File: src/rtl/opb_register_pkg.sv
// Shared definitions for the OPB register bank: transfer FSM encoding and
// byte-enable expansion.
package opb_register_pkg;

  typedef enum logic [1:0] {
    ST_IDLE   = 2'd0,
    ST_DECODE = 2'd1,
    ST_ACK    = 2'd2
  } state_t;

  // be[3] is the first OPB lane and covers the most significant byte.
  function automatic logic [31:0] be_to_mask(input logic [3:0] be);
    logic [31:0] m;
    m = '0;
    for (int k = 0; k < 4; k++) begin
      m[8*k +: 8] = {8{be[k]}};
    end
    return m;
  endfunction

endpackage

File: src/rtl/opb_register_cell.sv
// One 32-bit byte-enabled user register with an optional self-clearing mode
// and a write strobe aligned with the cycle the new value becomes visible.
module opb_register_cell #(
  parameter bit PULSE = 1'b0
) (
  input  logic        clk,
  input  logic        rst_n,
  input  logic        we,
  input  logic [31:0] mask,
  input  logic [31:0] wdata,
  output logic [31:0] q,
  output logic        strobe
);

  always_ff @(posedge clk or negedge rst_n) begin
    if (!rst_n) begin
      q      <= '0;
      strobe <= 1'b0;
    end else begin
      strobe <= we;
      if (we) begin
        q <= (q & ~mask) | (wdata & mask);
      end else if (PULSE) begin
        q <= '0;
      end
    end
  end

endmodule

File: src/rtl/opb_register_bank.sv
// OPB slave exposing C_NUM_REGS 32-bit user registers in a decoded window;
// every transfer walks IDLE -> DECODE -> ACK and acks two cycles after the hit.
module opb_register_bank
  import opb_register_pkg::*;
#(
  parameter logic [31:0] C_BASEADDR   = 32'h01003100,
  parameter logic [31:0] C_HIGHADDR   = 32'h010031FF,
  parameter int          C_NUM_REGS   = 8,
  parameter logic [63:0] C_PULSE_MASK = 64'h0
) (
  input  logic                       OPB_Clk,
  input  logic                       OPB_Rst,
  input  logic [0:31]                OPB_ABus,
  input  logic [0:3]                 OPB_BE,
  input  logic [0:31]                OPB_DBus,
  input  logic                       OPB_RNW,
  input  logic                       OPB_select,
  input  logic                       OPB_seqAddr,
  output logic [0:31]                Sl_DBus,
  output logic                       Sl_xferAck,
  output logic                       Sl_errAck,
  output logic                       Sl_retry,
  output logic                       Sl_toutSup,
  output logic [C_NUM_REGS*32-1:0]   user_data_out,
  output logic [C_NUM_REGS-1:0]      user_wr_strobe
);

  state_t                state, state_nxt;
  logic [31:0]           addr, offset;
  logic [31:0]           idx_p1, wdata_p1, mask_p1;
  logic                  rnw_p1;
  logic                  hit, err;
  logic [C_NUM_REGS-1:0] we;
  logic [31:0]           rd_data;
  logic                  unused_seq;

  assign addr       = OPB_ABus;
  assign offset     = addr - C_BASEADDR;
  assign hit        = OPB_select && (addr >= C_BASEADDR) && (addr <= C_HIGHADDR);
  assign unused_seq = OPB_seqAddr;
  assign err        = (idx_p1 >= 32'(C_NUM_REGS));

  always_ff @(posedge OPB_Clk or negedge OPB_Rst) begin
    if (!OPB_Rst) state <= ST_IDLE;
    else          state <= state_nxt;
  end

  // DECODE -> ACK: request fields are frozen here for the whole ACK cycle.
  always_ff @(posedge OPB_Clk) begin
    if (state == ST_DECODE) begin
      idx_p1   <= offset >> 2;
      wdata_p1 <= OPB_DBus;
      mask_p1  <= be_to_mask(OPB_BE);
      rnw_p1   <= OPB_RNW;
    end
  end

  always_comb begin
    state_nxt  = state;
    Sl_xferAck = 1'b0;
    Sl_errAck  = 1'b0;
    we         = '0;
    case (state)
      ST_IDLE:   if (hit) state_nxt = ST_DECODE;
      ST_DECODE: state_nxt = OPB_select ? ST_ACK : ST_IDLE;
      ST_ACK: begin
        state_nxt  = ST_IDLE;
        Sl_xferAck = !err;
        Sl_errAck  = err;
        for (int i = 0; i < C_NUM_REGS; i++) begin
          we[i] = !err && !rnw_p1 && (idx_p1 == 32'(i));
        end
      end
      default:   state_nxt = ST_IDLE;
    endcase
  end

  always_comb begin
    rd_data = '0;
    for (int i = 0; i < C_NUM_REGS; i++) begin
      if (idx_p1 == 32'(i)) rd_data = user_data_out[i*32 +: 32];
    end
  end

  assign Sl_DBus    = (state == ST_ACK && rnw_p1 && !err) ? rd_data : '0;
  assign Sl_retry   = 1'b0;
  assign Sl_toutSup = 1'b0;

  for (genvar g = 0; g < C_NUM_REGS; g++) begin : g_reg
    opb_register_cell #(
      .PULSE (C_PULSE_MASK[g])
    ) u_cell (
      .clk    (OPB_Clk),
      .rst_n  (OPB_Rst),
      .we     (we[g]),
      .mask   (mask_p1),
      .wdata  (wdata_p1),
      .q      (user_data_out[g*32 +: 32]),
      .strobe (user_wr_strobe[g])
    );
  end

endmodule

File: config.mk
export PLATFORM = sky130hd
export DESIGN_NAME = opb_register_bank
export DESIGN_NICKNAME = d
export VERILOG_FILES = /design/src/rtl/opb_register_pkg.sv /design/src/rtl/opb_register_cell.sv /design/src/rtl/opb_register_bank.sv
export SDC_FILE = /design/constraint.sdc
export NUM_CORES = 1
export LEC_CHECK = 0
export ABC_AREA = 1
export BUFFER_PORTS_ARGS = -buffer_cell sky130_fd_sc_hd__buf_2
export CAP_MARGIN = 40
export CORE_MARGIN = 2
export CORE_UTILIZATION = 30
export CTS_CLUSTER_SIZE = 20
export DETAILED_ROUTE_END_ITERATION = 6
export PLACE_DENSITY = 0.46
export SLEW_MARGIN = 15
export SYNTH_ARGS = -nofsm -noshare
export SYNTH_HDL_FRONTEND = slang
export SYNTH_SLANG_ARGS = --single-unit
File: constraint.sdc
create_clock -name OPB_Clk -period 9.2 [get_ports OPB_Clk]
set_input_delay 0 -clock OPB_Clk [delete_from_list [all_inputs] [get_ports OPB_Clk]]
set_output_delay 0 -clock OPB_Clk [all_outputs]
set_load 0.02 [all_outputs]
==> results.py <==
metrics = {
    "place": {
        "hpwl_um": 40400,
        "post-place-ws_ps": 5700,
        "numPortBuffers": 369,
        "post-place-cells": 2721,
        "place_congestion": 0.843,
    },
    "setup_path": {
        "worstPathArrival_ps": 4020,
        "slowest_stage": "nor2_2",
        "crit_path_start_kind": "register",
        "worstPathCellList": "nor2_1 > nand2_1 > nor2_1 > nand3b_1 > nor2_2 > inv_2 > buf_4 > nand2_1 > nor2_1 > o21bai_1 > a21oi_1 > nor2_1 > buf_2",
        "end_kind": "output pin",
        "cpMostUsedCell": "nor2_1",
        "ff2ff_path_depth": 11,
        "crit_type": "register to output pin",
        "worstPathMaxFanout": 33,
        "slowest_delay_ps": 580,
        "r2r_slack_ps": 5790,
        "worstReg2RegStart": "idx_p1[21]",
        "required_ps": 9200,
    },
    "routing": {
        "firstDrtPassIters": 5,
        "finalWirelength_um": 58200,
        "vias": 13500,
        "drc": 0,
        "wl_per_cell_um": 20.2,
        "routed_via_density": 4.66,
        "detail-route-antenna-nets": 0,
        "first_iter_violations": 931,
    },
    "synthesis": {
        "ys_types": 40,
        "syn-cell-area_um2": 15800,
        "yosys_warnings": 0,
        "syn_area_per_cell_um2": 9.11,
        "synth_top_family_by_area": "simple AND/OR/NAND/NOR gates",
        "synthFlopType": "dfrtp_1",
        "synth_edf_count": 67,
        "synth-simple-area-share_pct": 19.8,
        "synthAdderAreaFrac_pct": 0.158,
        "synth_xor_area_share_pct": 0.941,
        "ys_seq_area_share_pct": 54.8,
        "synth.area.mux_share_pct": 0,
        "ys_async_sr_fraction_pct": 79.9,
        "ys_ff_latch": 333,
        "synth_compound_area_share_pct": 17.1,
        "synthCells": 1737,
    },
    "final_layout": {
        "layout.cells.most_common": "nand2_1",
        "fin_nets": 2241,
        "area_growth_pct": 29.6,
        "drive_gt1_share_pct": 27.5,
        "instances_no_fill": 2888,
        "layout_common_cells": "nand2_1, buf_2, dfrtp_1",
    },
    "sta": {
        "drv_slew": 0,
        "tightest_slew_ps": 889,
        "setup_viol": 0,
        "max_slew_margin_pct": 40.3,
        "setup_slack_ps": 5180,
        "finalClockSkew_ps": 17.0,
        "period_needed_ps": 4020,
        "grt_setup_unrepaired": "false",
        "max_freq_mhz": 249,
        "tns_ps": 0,
        "min_period_over_period_pct": 43.6,
        "finalHoldViolCount": 0,
    },
    "die": {
        "chipWidth_um": 234,
        "io_pins": 373,
        "die_h_um": 234,
        "fp-row-count": 84,
        "dieArea_um2": 54600,
        "core_um2": 52300,
        "floorplan.initialDensity_pct": 30.2,
    },
    "global_route": {
        "grt_pass1_wl_um": 85100,
        "grt_pass1_vias": 12800,
        "overflow": 0,
        "grt_start_max_net_pins": 61,
        "global_route.usage.total_pct": 21.1,
        "antenna_found_initial": 1,
    },
    "clock_tree": {
        "cts_buffers": 42,
        "cts_max_level": 2,
        "postCtsSetupBuffers": 0,
        "clk_latency_ps": 570,
        "clkSlewWorstSetupHoldPaths_ps": 60,
        "cts_tree": "yes",
        "cts.sinks": 333,
        "cts-resized-gates": 0,
        "clock-root-buffer": "clkbuf_16",
        "cts_buffer_depth": 3,
    },
    "pwr": {
        "ir_drop_v": 0.000108,
        "power.share.clock_pct": 50.4,
        "p_sw_share_pct": 22.1,
        "seqPwrFrac_pct": 46.6,
        "pwr-share-comb_pct": 3.0,
        "internal_power_mw": 2.52,
        "p_sw_mw": 0.716,
        "p_per_area_nw_per_um2": 158,
        "p_leak_nw": 10.5,
    },
    "status": {
        "outcome": "finished, final reports clean",
    },
    "min_path": {
        "hold_class": "primary input to register",
        "hold_end": "wdata_p1[20]",
        "hp-start": "OPB_DBus[11]",
        "hold_depth": 2,
    },
    "flow_run": {
        "cap_violations": 0,
    },
}
[final cells by class]
type                            count  area, um2
Fill cell                        5328      31800
Sequential cell                   333       8670
Multi-Input combinational cell   1175       6070
Timing Repair Buffer              477       3030
Clock buffer                       67       1300
Tap cell                          688        861
Inverter                          137        514
Clock inverter                     10       56.3
Antenna cell                        1       2.50
[metrics by stage]
stage | power [mW] | utilization, % | area (um2) | hold WS, ps
2_1_floorplan | 1.55 | - | 15800 | -296
3_3_place_gp | 1.60 | 34.5 | 18100 | -28.6
3_5_place_dp | 1.60 | 34.8 | 18200 | -27.7
4_1_cts | 3.29 | 39.2 | 20500 | 99.1
5_1_grt | 3.35 | 39.2 | 20500 | 122
6_report | 3.24 | 39.2 | 20500 | 150
[worst max-delay path: cells and delay by family, from the launching register on]
kind | cells | cell delay, ps
simple gates | 8 | 1560
compound gates | 2 | 440
buf+inv | 3 | 1020
flops | 1 | 370
[power by group through the flow]
stage               sequential (mW)  clock, mW  combinational, mW
floorplan                      1.53          0             0.0138
global placement               1.53          0             0.0615
detailed placement             1.53          0             0.0668
CTS                            1.51       1.68             0.0997
global route                   1.51       1.74              0.109
finish                         1.51       1.63             0.0983
[logic make-up (layout without fill, tap and decap cells)]
logic type               after synthesis  in the layout
buffers and inverters                230            691
AND/OR/NAND/NOR                      698            698
flip-flops                           333            333
AO/OA/AOI/OAI                        456            456
other                                  1              3
adder cells (fa/ha/maj)                2              2
XOR/XNOR                              17             17
[what timing repair did]
item,in CTS,in global routing
hold endpoints to repair,166,0
endpoints found under the setup margin,0,0
hold buffers,89,0
[per-layer routing]
metal | vias to the layer above | track usage, % | wire length, um
li1 | 6563 | - | -
met1 | 6424 | 28.6 | 25500
met2 | 399 | 33.6 | 27200
met3 | 80 | 4.86 | 3980
met4 | 0 | 6.11 | 1550
met5 | - | 0 | 0
[how the worst max path moves through the flow]
stage,startpoint,endpoint,depth (start not counted)
finish,idx_p1[21],Sl_DBus[0],13
global route,idx_p1[21],Sl_DBus[0],13
floorplan,state[0],idx_p1[0],2
CTS,idx_p1[21],Sl_DBus[0],13
global placement,idx_p1[21],register,9
detailed placement,idx_p1[21],Sl_DBus[0],13
[cell usage after synthesis (2+ instances only)]
library cell | count | share of area [%]
nand3b_1 | 2 | 0.095
or2_2 | 4 | 0.16
dfrtp_1 | 266 | 42
nand2_4 | 29 | 2.1
buf_2 | 4 | 0.13
nand4_1 | 3 | 0.12
xor2_1 | 12 | 0.66
edfxtp_1 | 67 | 13
inv_2 | 3 | 0.071
a21oi_1 | 41 | 1.3
o21bai_1 | 29 | 1.4
inv_1 | 134 | 3.2
nor3_1 | 10 | 0.32
xnor2_1 | 5 | 0.28
nor2_2 | 2 | 0.079
clkbuf_1 | 46 | 1.1
o21ai_0 | 131 | 4.1
nor2_8 | 8 | 1.0
ha_1 | 2 | 0.16
buf_6 | 28 | 2.0
buf_4 | 14 | 0.66
nand3_1 | 40 | 1.3
nor2_1 | 101 | 2.4
o21ai_2 | 92 | 5.1
nor4_1 | 3 | 0.12
nand2_1 | 487 | 12
o21ai_1 | 161 | 5.1
Power figures use the tool's default switching activity.
